$ cat src/rtl/systolic_pkg.sv
// ----------------------------------------------------------------------------
// systolic_pkg
//   Shared types, default sizing and arithmetic helpers for the systolic PE.
//   - pe_state_e : PE tile ownership state (IDLE, ACC, DRAIN_WAIT)
//   - DEF_*      : default DATA_W / ACC_W / MUL_STAGES
//   - sat_add    : width-generic saturating signed add. Operands are passed
//                  sign-extended to SAT_W bits, the live width as argument w.
//                  Returns {overflow, clamped_sum[SAT_W-1:0]}.
// ----------------------------------------------------------------------------
package systolic_pkg;

   typedef enum logic [1:0] {
      IDLE       = 2'd0,
      ACC        = 2'd1,
      DRAIN_WAIT = 2'd2
   } pe_state_e;

   localparam int DEF_DATA_W     = 16;
   localparam int DEF_ACC_W      = 40;
   localparam int DEF_MUL_STAGES = 2;

   // Widest accumulator sat_add can handle.
   localparam int SAT_W = 128;

   function automatic logic [SAT_W:0] sat_add(
      input logic signed [SAT_W-1:0] x,
      input logic signed [SAT_W-1:0] y,
      input int unsigned             w
   );
      logic signed [SAT_W:0] s;
      logic signed [SAT_W:0] mx;
      logic signed [SAT_W:0] mn;
      logic                  o;
      // One extra bit so the true sum never wraps before clamping.
      s  = $signed({x[SAT_W-1], x}) + $signed({y[SAT_W-1], y});
      mx = $signed(((SAT_W+1)'(1) << (w - 1)) - (SAT_W+1)'(1));
      mn = ~mx;  // -(2^(w-1))
      o  = 1'b0;
      if (s > mx) begin
         s = mx;
         o = 1'b1;
      end else if (s < mn) begin
         s = mn;
         o = 1'b1;
      end
      return {o, s[SAT_W-1:0]};
   endfunction

endpackage

$ cat src/rtl/pe_mul_pipe.sv
// ----------------------------------------------------------------------------
// pe_mul_pipe
//   Signed DATA_W x DATA_W multiplier with a MUL_STAGES-deep register pipe
//   carrying the sign-extended product, a valid bit and the tile-start (clr)
//   tag. A product captured on the fire edge is presented on ret_* after
//   MUL_STAGES-1 further edges, so it retires MUL_STAGES edges after firing.
// Ports
//   clk, rst        clock, async active-low reset
//   fire, clr       launch a product / tag it as tile start
//   a, b            signed operands
//   ret_vld/clr/prod  retiring product (last pipe stage)
//   pipe_busy       any stage holds a valid product
// ----------------------------------------------------------------------------
module pe_mul_pipe
   import systolic_pkg::*;
#(
   parameter int DATA_W     = DEF_DATA_W,
   parameter int ACC_W      = DEF_ACC_W,
   parameter int MUL_STAGES = DEF_MUL_STAGES
) (
   input  logic                     clk,
   input  logic                     rst,
   input  logic                     fire,
   input  logic                     clr,
   input  logic signed [DATA_W-1:0] a,
   input  logic signed [DATA_W-1:0] b,
   output logic                     ret_vld,
   output logic                     ret_clr,
   output logic signed [ACC_W-1:0]  ret_prod,
   output logic                     pipe_busy
);

   logic [MUL_STAGES-1:0]            vld_q, vld_d;
   logic [MUL_STAGES-1:0]            clr_q, clr_d;
   logic [MUL_STAGES-1:0][ACC_W-1:0] prod_q, prod_d;
   logic signed [2*DATA_W-1:0]       mult;

   always_comb begin
      mult      = a * b;
      vld_d     = '0;
      clr_d     = '0;
      prod_d    = '0;
      vld_d[0]  = fire;
      clr_d[0]  = fire & clr;
      // Zero idle slots to keep the pipe quiet between fires.
      prod_d[0] = fire ? ACC_W'(mult) : '0;
      for (int i = 1; i < MUL_STAGES; i++) begin
         vld_d[i]  = vld_q[i-1];
         clr_d[i]  = clr_q[i-1];
         prod_d[i] = prod_q[i-1];
      end
   end

   always_ff @(posedge clk or negedge rst) begin
      if (!rst) begin
         vld_q  <= '0;
         clr_q  <= '0;
         prod_q <= '0;
      end else begin
         vld_q  <= vld_d;
         clr_q  <= clr_d;
         prod_q <= prod_d;
      end
   end

   assign ret_vld   = vld_q[MUL_STAGES-1];
   assign ret_clr   = clr_q[MUL_STAGES-1];
   assign ret_prod  = $signed(prod_q[MUL_STAGES-1]);
   assign pipe_busy = |vld_q;

endmodule

$ cat src/rtl/systolic_pe_mac.sv
// ----------------------------------------------------------------------------
// systolic_pe_mac
//   Output-stationary systolic PE: signed MAC with registered east/south
//   operand forwarding, pipelined multiplier and a partial-sum drain chain.
//   Optional macro PE_SAT_EN: saturating accumulate with sticky ovf;
//   without it the accumulator wraps and ovf is tied 0.
// Ports
//   clk, rst                   clock, async active-low reset
//   a_in/a_vld_in, b_in/b_vld_in  west / north operand + valid
//   clr                        tile-start tag, used only on a fire
//   drain                      request emission of the accumulator
//   psum_in/psum_vld_in        partial sum from the PE above
//   a_out/a_vld_out, b_out/b_vld_out  1-cycle east / south forward
//   psum_out/psum_vld_out      partial sum to the PE below (registered)
//   busy                       products in flight or drain pending
//   ovf, err                   sticky saturation / chain-collision flags
// ----------------------------------------------------------------------------
module systolic_pe_mac
   import systolic_pkg::*;
#(
   parameter int DATA_W     = DEF_DATA_W,
   parameter int ACC_W      = DEF_ACC_W,
   parameter int MUL_STAGES = DEF_MUL_STAGES
) (
   input  logic              clk,
   input  logic              rst,
   input  logic [DATA_W-1:0] a_in,
   input  logic              a_vld_in,
   input  logic [DATA_W-1:0] b_in,
   input  logic              b_vld_in,
   input  logic              clr,
   input  logic              drain,
   input  logic [ACC_W-1:0]  psum_in,
   input  logic              psum_vld_in,
   output logic [DATA_W-1:0] a_out,
   output logic              a_vld_out,
   output logic [DATA_W-1:0] b_out,
   output logic              b_vld_out,
   output logic [ACC_W-1:0]  psum_out,
   output logic              psum_vld_out,
   output logic              busy,
   output logic              ovf,
   output logic              err
);

   if (ACC_W < 2*DATA_W) begin : g_acc_w_chk
      $error("systolic_pe_mac: ACC_W must be >= 2*DATA_W");
   end
   if (MUL_STAGES < 1 || MUL_STAGES > 3) begin : g_stages_chk
      $error("systolic_pe_mac: MUL_STAGES must be 1..3");
   end
   if (ACC_W > SAT_W) begin : g_sat_w_chk
      $error("systolic_pe_mac: ACC_W exceeds sat_add width");
   end

   logic                    fire;
   logic                    ret_vld, ret_clr, pipe_busy;
   logic signed [ACC_W-1:0] ret_prod;

   logic [DATA_W-1:0]       a_q, b_q;
   logic                    a_vld_q, b_vld_q;
   logic [ACC_W-1:0]        psum_q, psum_d;
   logic                    psum_vld_q, psum_vld_d;
   logic signed [ACC_W-1:0] acc_q, acc_d;
   pe_state_e               state_q, state_d;
   logic                    err_q, err_d;
   logic                    emit;
`ifdef PE_SAT_EN
   logic                    ovf_q, ovf_d;
   logic [SAT_W:0]          sat_res;
`endif

   assign fire = a_vld_in & b_vld_in;

   pe_mul_pipe #(
      .DATA_W     (DATA_W),
      .ACC_W      (ACC_W),
      .MUL_STAGES (MUL_STAGES)
   ) u_mul (
      .clk       (clk),
      .rst       (rst),
      .fire      (fire),
      .clr       (clr),
      .a         ($signed(a_in)),
      .b         ($signed(b_in)),
      .ret_vld   (ret_vld),
      .ret_clr   (ret_clr),
      .ret_prod  (ret_prod),
      .pipe_busy (pipe_busy)
   );

   always_comb begin
      state_d    = state_q;
      acc_d      = acc_q;
      err_d      = err_q;
      emit       = 1'b0;
      psum_d     = psum_in;
      psum_vld_d = psum_vld_in;
`ifdef PE_SAT_EN
      ovf_d      = ovf_q;
      sat_res    = sat_add(SAT_W'(acc_q), SAT_W'(ret_prod), ACC_W);
`endif

      if (ret_vld) begin
         if (ret_clr) begin
            acc_d = ret_prod;
         end else begin
`ifdef PE_SAT_EN
            acc_d = $signed(sat_res[ACC_W-1:0]);
            ovf_d = ovf_q | sat_res[SAT_W];
`else
            acc_d = acc_q + ret_prod;
`endif
         end
         if (state_q == IDLE) state_d = ACC;
      end

      // Emission only happens with the pipe empty, so it never races a retire.
      unique case (state_q)
         IDLE, ACC: begin
            if (drain) begin
               if (pipe_busy) state_d = DRAIN_WAIT;
               else           emit    = 1'b1;
            end
         end
         DRAIN_WAIT: begin
            if (!pipe_busy) emit = 1'b1;
         end
         default: state_d = IDLE;
      endcase

      if (emit) begin
         psum_d     = acc_q;
         psum_vld_d = 1'b1;
         acc_d      = '0;
         state_d    = IDLE;
         // Local word wins the chain slot; the incoming one is lost.
         if (psum_vld_in) err_d = 1'b1;
      end
   end

   always_ff @(posedge clk or negedge rst) begin
      if (!rst) begin
         a_q        <= '0;
         a_vld_q    <= 1'b0;
         b_q        <= '0;
         b_vld_q    <= 1'b0;
         psum_q     <= '0;
         psum_vld_q <= 1'b0;
         acc_q      <= '0;
         state_q    <= IDLE;
         err_q      <= 1'b0;
`ifdef PE_SAT_EN
         ovf_q      <= 1'b0;
`endif
      end else begin
         a_q        <= a_in;
         a_vld_q    <= a_vld_in;
         b_q        <= b_in;
         b_vld_q    <= b_vld_in;
         psum_q     <= psum_d;
         psum_vld_q <= psum_vld_d;
         acc_q      <= acc_d;
         state_q    <= state_d;
         err_q      <= err_d;
`ifdef PE_SAT_EN
         ovf_q      <= ovf_d;
`endif
      end
   end

   assign a_out        = a_q;
   assign a_vld_out    = a_vld_q;
   assign b_out        = b_q;
   assign b_vld_out    = b_vld_q;
   assign psum_out     = psum_q;
   assign psum_vld_out = psum_vld_q;
   assign busy         = pipe_busy | (state_q == DRAIN_WAIT);
   assign err          = err_q;
`ifdef PE_SAT_EN
   assign ovf          = ovf_q;
`else
   assign ovf          = 1'b0;
`endif

endmodule

$ cat config.mk
export PLATFORM = sky130hd
export DESIGN_NAME = systolic_pe_mac
export DESIGN_NICKNAME = d
export VERILOG_FILES = /design/src/rtl/systolic_pkg.sv /design/src/rtl/pe_mul_pipe.sv /design/src/rtl/systolic_pe_mac.sv
export SDC_FILE = /design/constraint.sdc
export NUM_CORES = 1
export LEC_CHECK = 0
export CORE_MARGIN = 2
export CORE_UTILIZATION = 35
export CTS_CLUSTER_DIAMETER = 30
export DETAILED_ROUTE_END_ITERATION = 8
export DONT_BUFFER_PORTS = 1
export GPL_ROUTABILITY_DRIVEN = 1
export SYNTH_ARGS = -nofsm -noshare
export SYNTH_HDL_FRONTEND = slang
export SYNTH_SLANG_ARGS = --single-unit
$ cat constraint.sdc
create_clock -name clk -period 7.83 [get_ports clk]
set_input_delay 0.3915 -clock clk [delete_from_list [all_inputs] [get_ports clk]]
set_output_delay 0.3915 -clock clk [all_outputs]
set_load 0.05 [all_outputs]
# Word-level counts from Yosys, hierarchy flattened

Cells that the tools add are included.

Bits of input ports: 79
Output and inout port bits: 78
Logic and storage cells: 40
Register bits after elaboration: 202

Bitwise gates (word level): 3
Multipliers: 1
Muxes and demuxes: 15
Eq/ne operators: 2
Reduce and logical (&&, ||, !) cells: 5
Add/sub/neg operators: 1

Operators with widths:

| kind                                                             | number |
|---|---|
| 40-bit two-way mux                                               | 5 |
| 40-bit adder                                                     | 1 |
| 16-bit by 16-bit multiplier with 32-bit output                   | 1 |
| 2-bit two-way mux                                                | 5 |
| 2-bit case mux with 2 select lines                               | 1 |
| 2-bit OR reduction                                               | 2 |
| 1-bit two-way mux                                                | 3 |
| 1-bit bitwise AND                                                | 2 |
| 2-bit by 1-bit == test with 1-bit output (second input constant) | 1 |
| 2-bit == test (second input constant)                            | 1 |
| 2-bit logical NOT                                                | 1 |
| 1-bit case mux with 2 select lines                               | 1 |
| 2-bit AND reduction                                              | 1 |
| 2-bit nonzero test                                               | 1 |
| 1-bit OR                                                         | 1 |

# Depth between registers and ports, before layout

Gate-level depths: netlist (run 1).

Word-level depth: 7
Depth in mapped cells: 24
Mapped depth without buffers: 23

# Cells and area by module

From an unflattened synthesis (run 1), not the netlist that was laid out.

Cell total of the unflattened synthesis: 1975
Area, all modules: 18566.6 µm²

By module, submodules not included:

| module          | sequential area each (µm²) | area each (µm²) | cells an instance | instances |
|---|---|---|---|---|
| pe_mul_pipe     | 1701.6                     | 11930.2         | 1227              | 1 |
| systolic_pe_mac | 2952.8                     | 6636.4          | 748               | 1 |

# Worst setup path after synthesis (run 1)

Ideal clock, no wire load.

Path kind: input -> register
Start: in b_in[7]
End: reg u_mul.prod_q, in the netlist u_mul.prod_d[70]
Arrival: 5.830 ns
Buffers on the path: 1
Required time: 7.698 ns
Path slack: 1.868 ns
Setup time: 0.132 ns
Stages: 24
Path through: clkbuf_1 > nand2_1 > fa_1 > inv_1 > fa_1 > inv_1 > fa_1 > inv_1 > fa_1 > fa_1 > inv_1 > fa_1 > inv_1 > ha_1 > nand2_1 > nor2_1 > nand4_1 > o211ai_1 > nand3_1 > a21oi_1 > nor4_1 > o41ai_1 > xnor2_1 > nor2_1

RTL lines:

| what                   | line                  | source |
|---|---|---|
| start: declaration     | systolic_pe_mac.sv:29 | `input logic [DATA_W-1:0] b_in,` |
| end signal: assignment | pe_mul_pipe.sv:62     | `prod_q <= prod_d;` |
| end: declaration       | pe_mul_pipe.sv:35     | `logic [MUL_STAGES-1:0][ACC_W-1:0] prod_q, prod_d;` |

==> results of run 1 <==
==> synth_stat cells (3+ instances only) <==
cell type,count,share of area
inv_1,305,0.064
fa_1,263,0.29
nand2_1,200,0.042
dfrtp_1,186,0.26
and2_1,127,0.044
ha_1,121,0.085
nor2_1,71,0.015
o21ai_0,70,0.020
clkbuf_1,65,0.014
a21oi_1,63,0.018
mux2_2,39,0.025
xnor2_1,38,0.019
a21o_1,31,0.013
xor2_1,30,0.015
nand3_1,16,0.0045
a22o_1,15,0.0073
and3_1,13,0.0045
nand2b_1,13,0.0045
nor3_1,13,0.0036
nor2b_1,11,0.0038
o211ai_1,9,0.0038
a22oi_1,8,0.0034
o21a_1,7,0.0029
o21bai_1,7,0.0029
a211oi_1,5,0.0021
a31oi_1,5,0.0017
a41oi_1,5,0.0024
nand4_1,5,0.0017
o21ai_1,5,0.0014
a211o_1,3,0.0015
and4_1,3,0.0015
mux2i_1,3,0.0017
==> flip-flops by register name, summed over array words and instances (netlist names) <==
name,cells
u_mul.clr_q,2
a_out,16
acc_q,40
b_out,16
state_q,2
u_mul.vld_q,2
psum_out,40
u_mul.prod_d,32
err,1
a_vld_out,1
b_vld_out,1
u_mul.ret_prod,32
psum_vld_out,1
==> metrics by stage <==
stage | hold slack (ns) | instances | worst slack, ns | area, um2 | utilization
after floorplan | 0.0959 | 1793 | 1.87 | 17900 | -
after global placement | 0.103 | 2402 | 1.68 | 18500 | 0.368
after detailed placement | 0.103 | 2402 | 1.54 | 18500 | 0.368
after CTS | 0.0000370 | 2473 | 2.07 | 19500 | 0.388
after global routing | 0.0202 | 2473 | 1.70 | 19500 | 0.388
final | -0.0183 | 2474 | 1.98 | 19500 | 0.388
==> worst register-to-register path, delay by kind of cell, from the launching register on <==
family	cells	cell delay [ns]
AO/OA/AOI/OAI	8	2.18
flip-flops	1	0.42
AND/OR/NAND/NOR	1	0.14
multiplexers	1	0.34
adder cells (fa/ha/maj)	1	0.43
==> how the worst min path moves through the flow <==
stage | startpoint | endpoint | slack (ns)
finish | rst | u_mul.prod_d[47] | -0.02
detailed placement | rst | psum_out[1] | 0.10
CTS | rst | b_out[6] | 0.00004
floorplan | rst | a_out[0] | 0.1
global placement | rst | psum_out[1] | 0.10
global route | psum_in[4] | psum_out[4] | 0.02
==> cell families (layout without fill, tap and decap cells) <==
| logic type | count (synthesis) | in the layout |
|---|---|---|
| buf+inv | 372 | 380 |
| mux | 43 | 43 |
| xor+xnor | 68 | 68 |
| other cells | 1 | 2 |
| simple gates | 481 | 481 |
| fa+ha+maj | 384 | 384 |
| flops | 186 | 186 |
| compound gates | 258 | 258 |
==> placed cells by master (no fill, tap or decap), types with 6 or more instances in the layout <==
cell type and n:
o21a_1 7, clkbuf_16 17, and3_1 13, inv_1 305, nor2b_1 10, and2_1 127, a22o_1 15, xor2_1 30
a21oi_1 63, nand3_1 16, a22oi_1 8, nor2_1 71, mux2_2 39, nand2_1 200, nor3_1 13, a21o_1 31
dlygate4sd3_1 38, fa_1 263, o211ai_1 9, dfrtp_1 186, xnor2_1 38, nand2b_1 12, o21ai_0 69, ha_1 121
o21ai_1 6, o21bai_1 7
==> metal layers <==
layer	vias to the layer above	GRT usage	share of wire
li1	5643	-	-
met2	358	0.290	0.46
met4	0	0.0460	0.014
met5	-	0	0
met1	6090	0.245	0.46
met3	46	0.0403	0.060
==> layout make-up <==
cell class / count / area share
Inverter: 305 / 0.0588
Timing Repair Buffer: 43 / 0.0225
Multi-Input combinational cell: 1235 / 0.608
Clock buffer: 17 / 0.0218
Tap cell: 672 / 0.0432
Sequential cell: 186 / 0.239
Clock inverter: 15 / 0.00674
Antenna cell: 1 / 0.000128
==> timing repair <==
action | CTS | global route
setup endpoints to repair | 0 | 0
hold endpoints to repair | 224 | 0
setup buffers | 0 | 0
hold buffers | 39 | 0
resized for setup | 0 | 0
==> summary.md, run 1 <==
| Metric | Value |
|---|---|
| WP depth | `21` |
| Status | `complete, but fails checks` |
| Syn Nets | `around 2,300` |
| Die area | `about 53,000 um2` |
| Number of synthesized flops with an enable pin | `0` |
| Largest family of logic cells by synthesized area | `adder cells` |
| Worst Path Arrival | `6.18 ns` |
| Die width | `230 um` |
| Number of vias per cell | `4.91` |
| Most common cell on crit path | `fa_1` |
| Sink Count | `roughly 190` |
| Worst EP required | `8.16 ns` |
| FP Rows | `82` |
| #FFs+latches synth | `between 150 and 200` |
| Routed wire length | `around 45,000 um` |
| Yosys warns | `0` |
| Buffers and inverters on the worst path | `3` |
| Hpwl dp | `33,900 um` |
| Startpoint Class | `input pin` |
| Clock tree from TritonCTS | `done` |
| Netlist cell types | `62` |
| Final Hold Fails | `1` |
| Seq/Total Area, Yosys | `0.260` |
| R2R cell count | `11` |
| Initial antenna violation count | `2` |
| Fill count | `a little under 5,000` |
| RR Endpoint | `acc_q[39]` |
| Overflow after GRT | `0` |
| Worst min-delay path category | `input pin to async pin` |
| Worst Max-Slew Pin Slew | `approximately 1.1 ns` |
| Cts bufs inserted | `17` |
| Slew HR | `0.263` |
| H-tree levels | `4` |
| Largest net degree at the start of global routing | `between 150 and 200` |
| CP delay by family, top | `adder cells` |
| FMAX | `around 170 MHz` |
| Final Cycle Share | `0.747` |
| Post-synthesis simple-gate area fraction | `0.129` |
| Vias | `12,100` |
| Final-stage net count | `about 2,300` |
| Crit-path cells | `inv_1 -> nor2_1 -> fa_1 -> fa_1 -> fa_1 -> fa_1 -> fa_1 -> inv_1 -> fa_1 -> inv_1 -> ha_1 -> nand2_1 -> nor2_1 -> nand4_1 -> o211ai_1 -> nand3_1 -> a21oi_1 -> nor4_1 -> o41ai_1 -> xnor2_1 -> nor2_1` |
| Die H | `approximately 230 um` |
| Starting Density | `0.356` |
| Proportion of synthesized area in mux cells | `0.0268` |
| DR WL/cell | `18.3 um` |
| Adder-Cell Fraction of Synth Area | `0.379` |
| Gr usage total | `0.180` |
| Register Area | `4650 um2` |
| Hold slack final | `-0.0183 ns` |
| Tmin final | `just under 6 ns` |
| Final Setup Violations | `0` |
| WS Path Type | `input pin to flip-flop` |
| Slowest CP cell | `fa_1` |
| DRC Markers | `0` |
| Clock root buffer | `clkbuf_16` |
| Insertion delay of the later-clocked pin in the worst-skew pair | `approximately 0.48 ns` |
| Compound-Gate Fraction of Synth Area | `0.0931` |
| Cells after synthesis | `1,793` |
| Peak fanout along the critical path | `13` |
| XOR/XNOR Fraction of Synth Area | `0.0333` |
| Max-cap viol count | `0` |
| GP Congestion | `approximately 0.9` |
| Worst reg-to-reg setup slack | `around 4.3 ns` |
| Layout Skew | `~0.016 ns` |
| Syn avg cell area | `~10 um2` |
| RR Startpoint | `u_mul.ret_prod[6]` |
| Clock Tree Buf Depth | `2` |
| Initial DRC Count | `729` |
| Vias in the first global route | `~13,000` |
| Ys async rst share | `1.00` |
| Crit path to | `u_mul.prod_d[70]` |
| Core area | `50,300 um2` |
| Area of the multi-input gates | `roughly 12,000 um2` |
| CP endpoint kind | `flip-flop` |
| Failing checks | `hold timing` |
| First-pass GRT wire length | `around 74,000 um` |
| CP startpoint | `b_in[15]` |
| Post-DRT Antenna Nets | `0` |
| Clock transition at path regs | `0.08 ns` |
| Proportion of layout cells with a drive suffix above 1 | `0.0494` |
| Port Buffer Count | `0` |
| Pre-antenna DRT Iters | `5` |
| CP max stage delay | `0.54 ns` |
| Slew Limit Fails | `0` |
| Mapped Area | `about 18,000 um2` |
| Synth-to-Final Area Change | `8.87%` |
| IO Pins | `157` |
| Sum of negative setup slack | `0 ns` |
| Unrepaired setup endpoints after global routing | `false` |
| Ys flop type | `dfrtp_1` |
Power of run 1 is left out: the tool's default activity adds up to more than one toggle a clock period on the data nets, which glitch-free logic cannot reach.
==> inputs of run 2 (changes only) <==
clock period = 5.4 ns   (was 7.83 ns; I/O delays follow)
==> summary.md, run 2 (same netlist as run 1, synthesis figures left out) <==
| Metric | Value |
|---|---|
| Peak fanout along the critical path | `17 (+4)` |
| Status | `finished, final reports clean` |
| Max-cap viol count | `0 (unchanged)` |
| Port Buffer Count | `0 (unchanged)` |
| Insertion delay of the later-clocked pin in the worst-skew pair | `0.48 ns (about the same)` |
| Starting Density | `0.356 (unchanged)` |
| Unrepaired setup endpoints after global routing | `false` |
| Final Setup Violations | `0 (unchanged)` |
| Final Cycle Share | `0.931` |
| Hold slack final | `0.265 ns (+0.283 ns)` |
| Worst min-delay path category | `input pin to flip-flop` |
| WS Path Type | `input pin to flip-flop` |
| Clock tree from TritonCTS | `done` |
| Routed wire length | `44,700 um (-1.0%)` |
| Commonest cells after routing, fill and taps aside | `inv_1, fa_1, nand2_1` |
| Layout Skew | `0.0174 ns (+0.00167 ns)` |
| Die area | `53,000 um2 (unchanged)` |
| Largest net degree at the start of global routing | `187 (unchanged)` |
| First-pass GRT wire length | `72,500 um (-1.5%)` |
| IO Pins | `157 (unchanged)` |
| Cell Count, Final, Fillers Out | `2,543 (+2.8%)` |
| Post-DRT Antenna Nets | `0 (unchanged)` |
| Pre-antenna DRT Iters | `5 (unchanged)` |
| H-tree levels | `4 (unchanged)` |
| Slew Limit Fails | `0 (unchanged)` |
| Gr usage total | `0.176 (-0.00383)` |
| Ant. Diodes | `0 (-1)` |
| Die H | `230 um (unchanged)` |
| Final Hold Fails | `0 (-1)` |
| GP Congestion | `0.866 (-3.7%)` |
| Commonest non-fill, non-tap cell in the layout | `inv_1` |
| Clock transition at path regs | `0.07 ns (about the same)` |
| Initial DRC Count | `680 (-6.7%)` |
| FMAX | `around 200 MHz` |
| Synth-to-Final Area Change | `13.2%` |
| Startpoint Class | `input pin` |
| Clock root buffer | `clkbuf_16` |
| Worst Path Arrival | `5.34 ns (-0.84 ns)` |
| Sink Count | `186 (unchanged)` |
| Worst EP required | `5.72 ns (-2.44 ns)` |
| Fill count | `4,883 (-1.6%)` |
| Vias | `12,400 (+2.3%)` |
| DRC Markers | `0 (unchanged)` |
| Clock Tree Buf Depth | `2 (unchanged)` |
| Final-stage net count | `2,322 (+3.2%)` |
| CP endpoint kind | `flip-flop` |
| Placed insts | `2,433 (+1.3%)` |
| Overflow after GRT | `0 (unchanged)` |
| Worst Max-Slew Pin Slew | `1.14 ns (+0.0486 ns)` |
| Tmin final | `5.03 ns` |
| DR WL/cell | `17.6 um (-3.7%)` |
| Number of vias per cell | `4.88 (-0.51%)` |
| Core area | `50,300 um2 (unchanged)` |
| Vias in the first global route | `13,400 (+0.94%)` |
| Hpwl dp | `33,300 um (-1.6%)` |
| Initial antenna violation count | `0 (-2)` |
| Post-CTS Setup Bufs | `0 (unchanged)` |
| Die width | `230 um (unchanged)` |
| FP Rows | `82 (unchanged)` |
| Proportion of layout cells with a drive suffix above 1 | `0.0711 (+0.0217)` |
| Cts bufs inserted | `17 (unchanged)` |
| Slew HR | `0.230 (-0.0327)` |
==> run 2: cell count changes in the layout (fill, tap and decap cells not counted), sizes merged <==
cell         change
diode            -1
bufinv           +2
inv              -1
clkinvlp         -1
buf             +31
clkbuf           +2
clkinv           -3
dlygate4sd3     +40
==> run 2: per-stage QoR <==
step	area (um2)	worst slack [ns]	utilization	TNS, ns
2_1_floorplan	18100	-0.0105	-	-0.0105
3_3_place_gp	18800	-0.118	0.375	-0.406
3_5_place_dp	18800	-0.208	0.375	-0.835
4_1_cts	20300	0.337	0.403	0
5_1_grt	20300	0.0893	0.403	0
6_report	20300	0.373	0.403	0
==> run 2: timing repair <==
action | in CTS | in global routing
hold buffers | 79 | 0
endpoints found under the hold margin | 269 | 0
setup endpoints to repair | 0 | 1
gates resized for setup | 0 | 1
==> run 2: critical path, stage by stage <==
cell and delay (ns):
and2_1 0.16, fa_1 0.53, inv_1 0.05, fa_1 0.45, fa_1 0.50, fa_1 0.54, inv_1 0.05, fa_1 0.49
fa_1 0.41, ha_1 0.32, a211oi_1 0.27, o21ai_0 0.14, o2111ai_1 0.12, o211ai_1 0.18, buf_4 0.19, a21o_1 0.16
a21oi_1 0.17, buf_4 0.14, xor2_1 0.13, nor2_1 0.05
==> run 2: metal layers <==
layer / track usage / part of all wire / vias up
li1: - / - / 5764
met1: 0.239 / 0.47 / 6275
met2: 0.288 / 0.47 / 335
met3: 0.0353 / 0.052 / 38
met4: 0.0435 / 0.012 / 0
met5: 0 / 0 / -
==> run 2: layout make-up <==
cell class,count,area (um2),area share
clock buffers,19,443,0.0219
multi-input cells,1235,11900,0.590
inverters,305,1140,0.0565
repair buffers,114,1070,0.0529
flip-flops and latches,186,4650,0.230
well taps,672,841,0.0415
clock inverters,12,153,0.00754
==> run 2: worst paths after layout <==
| kind | startpoint | end | slack (ns) | depth (start not counted) |
|---|---|---|---|---|
| min in group asynchronous | rst | acc_q[39] | 0.54 | 2 |
| setup reg to reg | u_mul.ret_prod[6] | acc_q[39] | 1.81 | 11 |
| hold / removal | b_in[0] | u_mul.prod_d[41] | 0.27 | 3 |
| hold reg to reg | u_mul.prod_d[49] | u_mul.ret_prod[9] | 0.34 | 0 |
| max in group asynchronous | rst | u_mul.prod_d[78] | 4.10 | 2 |
| setup / recovery | b_in[4] | u_mul.prod_d[60] | 0.37 | 20 |
Power of run 2 is left out for the same reason.
==> inputs of run 3 (changes only) <==
CORE_MARGIN = 5   (was 2)
==> summary.md, run 3 (same netlist as run 1, synthesis figures left out) <==
| Metric | Value |
|---|---|
| Status | `finished, final reports clean` |
| Initial antenna violation count | `2 (+2)` |
| Final Hold Fails | `0 (unchanged)` |
| CP max stage delay | `0.66 ns (+0.12 ns)` |
| Commonest non-fill, non-tap cell in the layout | `inv_1` |
| Unrepaired setup endpoints after global routing | `false` |
| Clock transition at path regs | `0.07 ns (about the same)` |
| Insertion delay of the later-clocked pin in the worst-skew pair | `0.48 ns (about the same)` |
| Most common cell on crit path | `fa_1` |
| WS Path Type | `input pin to flip-flop` |
| Proportion of layout cells with a drive suffix above 1 | `0.0730 (+0.00190)` |
| RR Endpoint | `acc_q[39]` |
| Worst min-delay path category | `input pin to flip-flop` |
| Clock root buffer | `clkbuf_16` |
| Pre-antenna DRT Iters | `7 (+2)` |
| Worst Max-Slew Pin Slew | `1.07 ns (-0.0710 ns)` |
| Core area | `50,400 um2 (+0.20%)` |
| CP endpoint kind | `flip-flop` |
| Die H | `236 um (+2.6%)` |
| Worst EP required | `5.72 ns (about the same)` |
| Startpoint Class | `input pin` |
| H-tree levels | `4 (unchanged)` |
| Worst reg-to-reg setup slack | `1.85 ns (+0.04 ns)` |
| Worst Path Arrival | `5.41 ns (+0.07 ns)` |
| Final-stage net count | `2,327 (+0.22%)` |
| Ant. Diodes | `0 (unchanged)` |
| Sink Count | `186 (unchanged)` |
| R2R cell count | `11 (unchanged)` |
| IO Pins | `157 (unchanged)` |
| Hold EP | `u_mul.prod_d[41]` |
| RR Startpoint | `acc_q[6]` |
| Cts bufs inserted | `17 (unchanged)` |
| Peak fanout along the critical path | `17 (unchanged)` |
| Final Cycle Share | `0.943 (+0.0122)` |
| Initial DRC Count | `565 (-17%)` |
| Routed wire length | `45,000 um (+0.63%)` |
| Slew HR | `0.278 (+0.0479)` |
| Resized cells post-CTS | `0 (unchanged)` |
| Vias in the first global route | `13,500 (+0.88%)` |
| Post-DRT Antenna Nets | `0 (unchanged)` |
| GP Congestion | `0.872 (+0.76%)` |
| Crit-path cells | `and2_1 -> fa_2 -> fa_1 -> fa_1 -> fa_1 -> fa_1 -> inv_1 -> fa_1 -> inv_1 -> ha_1 -> a21o_1 -> a21o_1 -> a21oi_1 -> nand2_1 -> o21ai_0 -> a21oi_1 -> o21ai_1 -> a21oi_1 -> xnor2_1 -> nor2_1` |
| Clock tree from TritonCTS | `done` |
| Tmin final | `5.09 ns (+0.0657 ns)` |
| Sum of negative setup slack | `0 ns (unchanged)` |
| First-pass GRT wire length | `74,900 um (+3.3%)` |
| DR WL/cell | `17.6 um (+0.40%)` |
| Starting Density | `0.355 (-0.000725)` |
| Final Setup Violations | `0 (unchanged)` |
| Vias | `12,400 (+0.016%)` |
| Synth-to-Final Area Change | `13.0%` |
| Hpwl dp | `34,000 um (+1.9%)` |
| DRC Markers | `0 (unchanged)` |
| Die area | `55,800 um2 (+5.3%)` |
| Die width | `236 um (+2.6%)` |
| Largest net degree at the start of global routing | `187 (unchanged)` |
| Slowest CP cell | `fa_2` |
| Gr usage total | `0.168 (-0.00775)` |
| WHS Path Cells | `3 (unchanged)` |
| Post-CTS Setup Bufs | `0 (unchanged)` |
| Commonest cells after routing, fill and taps aside | `inv_1, fa_1, nand2_1` |
| Layout Skew | `0.0138 ns (-0.00362 ns)` |
| FMAX | `196 MHz (-1.3%)` |
| Max-cap viol count | `0 (unchanged)` |
| FP Rows | `82 (unchanged)` |
| Clock Tree Buf Depth | `2 (unchanged)` |
| Slew Limit Fails | `0 (unchanged)` |
| Overflow after GRT | `0 (unchanged)` |
| Hold wc startpoint | `b_in[0]` |
| Hold slack final | `0.267 ns (+0.00155 ns)` |
| Number of vias per cell | `4.87 (-0.22%)` |
| Port Buffer Count | `0 (unchanged)` |
[run 3: final cells by class]
cell class | instances | area (um2)
tap | 672 | 841
clock buffer | 21 | 450
clock inverter | 11 | 86.3
multi-input combinational | 1235 | 11900
timing repair buffer | 119 | 1110
inverter | 305 | 1140
sequential | 186 | 4650
fill | 4903 | 30100
[run 3: worst max-delay path by stage]
stage	from	slack, ns	to
floorplan	b_in[7]	-0.01	u_mul.prod_d[70]
global placement	b_in[4]	-0.12	u_mul.prod_d[60]
detailed placement	b_in[4]	-0.20	u_mul.prod_d[70]
CTS	b_in[4]	0.35	u_mul.prod_d[70]
global route	b_in[3]	0.01	u_mul.prod_d[78]
finish	b_in[3]	0.31	u_mul.prod_d[69]
[run 3: what timing repair did]
action / CTS / global route
setup endpoints to repair: 0 / 0
hold buffers: 79 / 0
endpoints found under the hold margin: 269 / 0
[run 3: critical path, delay by kind of cell]
family	cells	cell delay, ns
compound gates	7	1.21
xor+xnor	1	0.16
buf+inv	2	0.09
fa+ha+maj	7	3.39
simple gates	3	0.29
[run 3: layer usage]
layer | up-vias | routed length, um | part of all wire | GRT usage
li1 | 5791 | - | - | -
met1 | 6222 | 20300 | 0.45 | 0.228
met2 | 361 | 21100 | 0.47 | 0.274
met3 | 38 | 2970 | 0.066 | 0.0440
met4 | 2 | 624 | 0.014 | 0.0376
met5 | - | 13 | 0.00029 | 0
[run 3: stage by stage]
step	setup slack [ns]	util	area [um2]	cells
after global routing	0.0146	0.402	20200	2549
after floorplan	-0.0105	-	18100	1793
final	0.307	0.402	20200	2549
after global placement	-0.118	0.375	18900	2438
after detailed placement	-0.196	0.375	18900	2438
after CTS	0.346	0.402	20200	2549
Power of run 3 is left out for the same reason.
